**src/rtl/seq_3_to_8_decoder.sv**
```systemverilog
// Sequenced 3-to-8 decoder: accepts a code over valid/ready and drives its one-hot
// line for HOLD cycles, with a one-entry pending buffer for back-to-back codes.
module seq_3_to_8_decoder #(
    parameter int HOLD  = 4,
    parameter int CNT_W = 8
) (
    input  logic       clk,
    input  logic       rst_n,
    input  logic       in_valid,
    output logic       in_ready,
    input  logic [2:0] in_code,
    output logic [7:0] out,
    output logic       busy,
    output logic       done
);

    typedef enum logic [0:0] {
        IDLE  = 1'b0,
        DRIVE = 1'b1
    } state_t;

    localparam logic [CNT_W-1:0] RELOAD = CNT_W'(HOLD - 1);
    localparam logic [CNT_W-1:0] CNT_ZERO = '0;

    if (HOLD < 1 || HOLD > 255 || CNT_W < 1 || CNT_W > 30 || (2 ** CNT_W) <= HOLD) begin : g_bad_param
        $error("seq_3_to_8_decoder: illegal HOLD/CNT_W combination");
    end

    // Code 0 maps to the MSB so an 8-to-3 priority encoder inverts it.
    function automatic logic [7:0] one_hot(input logic [2:0] code);
        one_hot = 8'h80 >> code;
    endfunction

    state_t           state_q, state_d;
    logic [2:0]       active_code_q, active_code_d;
    logic [CNT_W-1:0] cnt_q, cnt_d;
    logic             pend_valid_q, pend_valid_d;
    logic [2:0]       pend_code_q, pend_code_d;
    logic [7:0]       out_q, out_d;
    logic             done_q, done_d;
    logic             busy_q, busy_d;
    logic             xfer_s;
    logic             last_s;

    assign in_ready = !pend_valid_q;
    assign out      = out_q;
    assign done     = done_q;
    assign busy     = busy_q;

    // Next-state logic; outputs are precomputed from the next state so they come straight off flops.
    always_comb begin
        state_d       = state_q;
        active_code_d = active_code_q;
        cnt_d         = cnt_q;
        pend_valid_d  = pend_valid_q;
        pend_code_d   = pend_code_q;
        xfer_s        = in_valid && !pend_valid_q;
        last_s        = (state_q == DRIVE) && (cnt_q == CNT_ZERO);

        case (state_q)
            IDLE: begin
                if (xfer_s) begin
                    active_code_d = in_code;
                    cnt_d         = RELOAD;
                    state_d       = DRIVE;
                end else begin
                    state_d = IDLE;
                end
            end
            DRIVE: begin
                if (!last_s) begin
                    cnt_d = cnt_q - CNT_W'(1);
                    if (xfer_s) begin
                        pend_valid_d = 1'b1;
                        pend_code_d  = in_code;
                    end else begin
                        pend_valid_d = pend_valid_q;
                    end
                end else if (pend_valid_q) begin
                    // Pending code takes over with no idle gap; in_ready is low so no transfer can collide.
                    active_code_d = pend_code_q;
                    pend_valid_d  = 1'b0;
                    cnt_d         = RELOAD;
                end else if (xfer_s) begin
                    active_code_d = in_code;
                    cnt_d         = RELOAD;
                end else begin
                    state_d = IDLE;
                end
            end
            default: begin
                state_d = IDLE;
            end
        endcase

        if (state_d == DRIVE) begin
            out_d  = one_hot(active_code_d);
            done_d = (cnt_d == CNT_ZERO);
        end else begin
            out_d  = 8'h00;
            done_d = 1'b0;
        end
        busy_d = (state_d == DRIVE) || pend_valid_d;
    end

    // State and output registers.
    always_ff @(posedge clk or negedge rst_n) begin
        if (!rst_n) begin
            state_q       <= IDLE;
            active_code_q <= 3'b000;
            cnt_q         <= CNT_ZERO;
            pend_valid_q  <= 1'b0;
            pend_code_q   <= 3'b000;
            out_q         <= 8'h00;
            done_q        <= 1'b0;
            busy_q        <= 1'b0;
        end else begin
            state_q       <= state_d;
            active_code_q <= active_code_d;
            cnt_q         <= cnt_d;
            pend_valid_q  <= pend_valid_d;
            pend_code_q   <= pend_code_d;
            out_q         <= out_d;
            done_q        <= done_d;
            busy_q        <= busy_d;
        end
    end

endmodule

```
**config.mk**
```make
export PLATFORM = sky130hd
export DESIGN_NAME = seq_3_to_8_decoder
export DESIGN_NICKNAME = d
export VERILOG_FILES = /design/src/rtl/seq_3_to_8_decoder.sv
export SDC_FILE = /design/constraint.sdc
export NUM_CORES = 1
export LEC_CHECK = 0
export ABC_AREA = 0
export BUFFER_PORTS_ARGS = -buffer_cell sky130_fd_sc_hd__buf_2
export CELL_PAD_IN_SITES_DETAIL_PLACEMENT = 2
export CELL_PAD_IN_SITES_GLOBAL_PLACEMENT = 2
export CORE_MARGIN = 2
export CORE_UTILIZATION = 35
export CTS_BUF_LIST = sky130_fd_sc_hd__clkbuf_16
export DETAILED_ROUTE_END_ITERATION = 10
export PLACE_DENSITY_LB_ADDON = 0.1
export SLEW_MARGIN = 15
export SYNTH_ARGS = -nofsm -noshare
export SYNTH_HDL_FRONTEND = slang
export SYNTH_SLANG_ARGS = --single-unit
export TNS_END_PERCENT = 1
```
**constraint.sdc**
```tcl
create_clock -name clk -period 2.6 [get_ports clk]
set_input_delay 0.52 -clock clk [delete_from_list [all_inputs] [get_ports clk]]
set_output_delay 0.52 -clock clk [all_outputs]
set_load 0.05 [all_outputs]
```
==> flow_metrics.tcl <==
set metrics [dict create \
    fillers 399 \
    worst_slew_pin_slew_ns 0.654 \
    final_antenna_net_count 0 \
    die_area_mm2 0.00417 \
    multi_input_area_um2 592 \
    dominantRegCellSynth "dfrtp_1" \
    yosysWarnings 0 \
    viasPerCell 5.53 \
    gr-usage-all-layers 0.208 \
    synth_edf_count 0 \
    hold_path_class "primary input to async pin" \
    clk_pin_slew_ns 0.07 \
    rr_worst_depth 8 \
    layout_commonest_cell "dfrtp_1" \
    die_w_um 64.6 \
    cp.arrival_ns 2.58 \
    diodes 0 \
    cts_tree "done" \
    place_ws_ns 0.0649 \
    cts_sinks 26 \
    final_nets 153 \
    final_cell_mix "26 x dfrtp_1, 16 x buf_2, 11 x nand2_1" \
    start_util 0.356 \
    fp.dieH_um 64.6 \
    grt_max_degree 27 \
    synth_fp_nets 131 \
    port_buffers 16 \
    vias 1067 \
    fin_skew_ns 0.00276 \
    io_pins 17 \
    antenna_found_initial 0 \
    design_area_mm2 0.00155 \
    first_pass_iters 4 \
    crit_start "cnt_q[0]$_DFF_PN0_" \
    hpwl_mm 2.84 \
    setup_viol 0 \
    grt_pass1_vias 1210 \
    rows 22 \
    outcome "complete, no violations" \
    fin_crit_ns 2.40 \
    reg2reg_slack_ns 0.20 \
    fin_ws_ns 0.196 \
    drc_errors 0 \
    holdWs_ns 0.250 \
    reg2reg_to "out[3]$_DFF_PN0_" \
    clock_latency_ns 0.26 \
    synth.avg_cell_area_um2 10.4 \
    p_leak_uw 0.000677 \
    yosysSeqAreaShare 0.506 \
    area_delta_synth_final_pct 20.7 \
    dpl_cell_area_mm2 0.00142 \
    wl_per_cell_um 20.1 \
    async_flop_share 1.00 \
    finalSetupTns_ns 0 \
    syn-instance-count 124 \
    endpoint_kind "register" \
    slew_violations 0 \
    place.gp.congestion 0.855 \
    ctsLongestPathBuffers 2 \
    path_class "register to register" \
    drive_gt1_frac 0.283 \
    wirelength_mm 3.88 \
    synth_area_mm2 0.00128 \
    start_kind "register" \
    gr-total-overflow 0 \
    r2r_start "cnt_q[0]$_DFF_PN0_" \
    cts-htree-levels 1 \
    grt_pass1_wl_mm 6.47 \
    drt-initial-drc-count 30 \
    max_freq_mhz 416 \
    cts_buffers 3 \
    synthDistinctLibCells 38 \
    drv_cap 0 \
    regArea_um2 651 \
    finalCritPeriodShare 0.924 \
    root_buffer "clkbuf_16" \
    power_density_mw_per_mm2 572 \
    relSlewSlack 0.560 \
    hold_viol 0 \
    ys_seq_elements 26 \
    cp_max_fo 7 \
    worstPathRequired_ns 2.78 \
    core_area_mm2 0.00361 \
    rsz0062_at_grt "no" \
    vdd_drop_max_uv 219 \
]
[state kept, by name, indices dropped and copies added, names as in the netlist]
| signal | count |
|---|---|
| cnt_q | 8 |
| out | 8 |
| state_q | 1 |
| done | 1 |
| busy | 1 |
| pend_code_q | 3 |
| active_code_q | 3 |
| pend_valid_q | 1 |
[cells by family (layout without fill, tap and decap cells)]
| logic type | after synthesis | in the layout | share of synthesized area |
|---|---|---|---|
| simple gates | 47 | 47 | 0.204 |
| compound gates | 33 | 33 | 0.190 |
| flops | 26 | 26 | 0.506 |
| buf+inv | 11 | 32 | 0.0389 |
| mux | 6 | 6 | 0.0506 |
| fa+ha+maj | 1 | 1 | 0.00974 |
[report_power, final]
part | leakage [uW] | switching, uW | internal, uW | total (uW)
Sequential | 0.000307 | 3.33 | 410 | 413
Clock | 0.0000511 | 147 | 307 | 454
Combinational | 0.000319 | 12.2 | 7.92 | 20.1
Total | 0.000677 | 163 | 724 | 887
[per-layer routing]
| metal | track usage | share of wire | up-vias |
|---|---|---|---|
| li1 | - | - | 503 |
| met4 | 0.0771 | 0.013 | 0 |
| met3 | 0.0347 | 0.020 | 5 |
| met5 | 0 | 0 | - |
| met2 | 0.363 | 0.54 | 12 |
| met1 | 0.258 | 0.43 | 547 |
[synth_stat cells, types with 3 or more instances]
| master | count | area share |
|---|---|---|
| dfrtp_1 | 26 | 0.51 |
| nand2_1 | 11 | 0.032 |
| nor2_1 | 9 | 0.026 |
| nor3_1 | 9 | 0.035 |
| o21ai_0 | 8 | 0.031 |
| inv_1 | 7 | 0.020 |
| a21oi_1 | 4 | 0.016 |
| mux2_2 | 4 | 0.035 |
| a22o_1 | 3 | 0.020 |
| a31oi_1 | 3 | 0.015 |
| nand3_1 | 3 | 0.012 |
| nor4_1 | 3 | 0.015 |
[critical path, cell delays in order, from the launching register on]
cell and delay [ns]:
dfrtp_1 0.41, inv_1 0.14, ha_2 0.27, or3b_4 0.45, o31ai_4 0.32, buf_4 0.17
a22o_1 0.22, inv_1 0.13, nor3_1 0.21
[worst max-delay path by stage]
stage	slack, ns	depth (start not counted)	to
4_1_cts	0.008	7	done$_DFF_PN0_
3_3_place_gp	0.19	7	done$_DFF_PN0_
2_1_floorplan	0.33	8	done$_DFF_PN0_
5_1_grt	0.03	8	out[1]$_DFF_PN0_
3_5_place_dp	0.06	6	done$_DFF_PN0_
6_report	0.20	8	out[3]$_DFF_PN0_
[through the flow]
| step | power (uW) | utilization | cells |
|---|---|---|---|
| after global placement | 441 | 0.395 | 187 |
| after global routing | 917 | 0.430 | 193 |
| after detailed placement | 442 | 0.395 | 187 |
| after floorplan | 426 | - | 124 |
| final | 887 | 0.430 | 193 |
| after CTS | 899 | 0.424 | 191 |
[cell type report]
cell class,count,share of cell area
multi-input combinational,87,0.381
timing repair buffer,21,0.0758
sequential,26,0.419
tap,48,0.0387
clock buffer,3,0.0484
inverter,7,0.0169
clock inverter,1,0.0194
[what timing repair did]
action                     in CTS  in global routing
setup buffers                   0                  2
setup endpoints to repair       0                  7
resized for setup               0                  4
hold buffers                    0                  0
No activity file was read; power rests on OpenSTA's default activity.
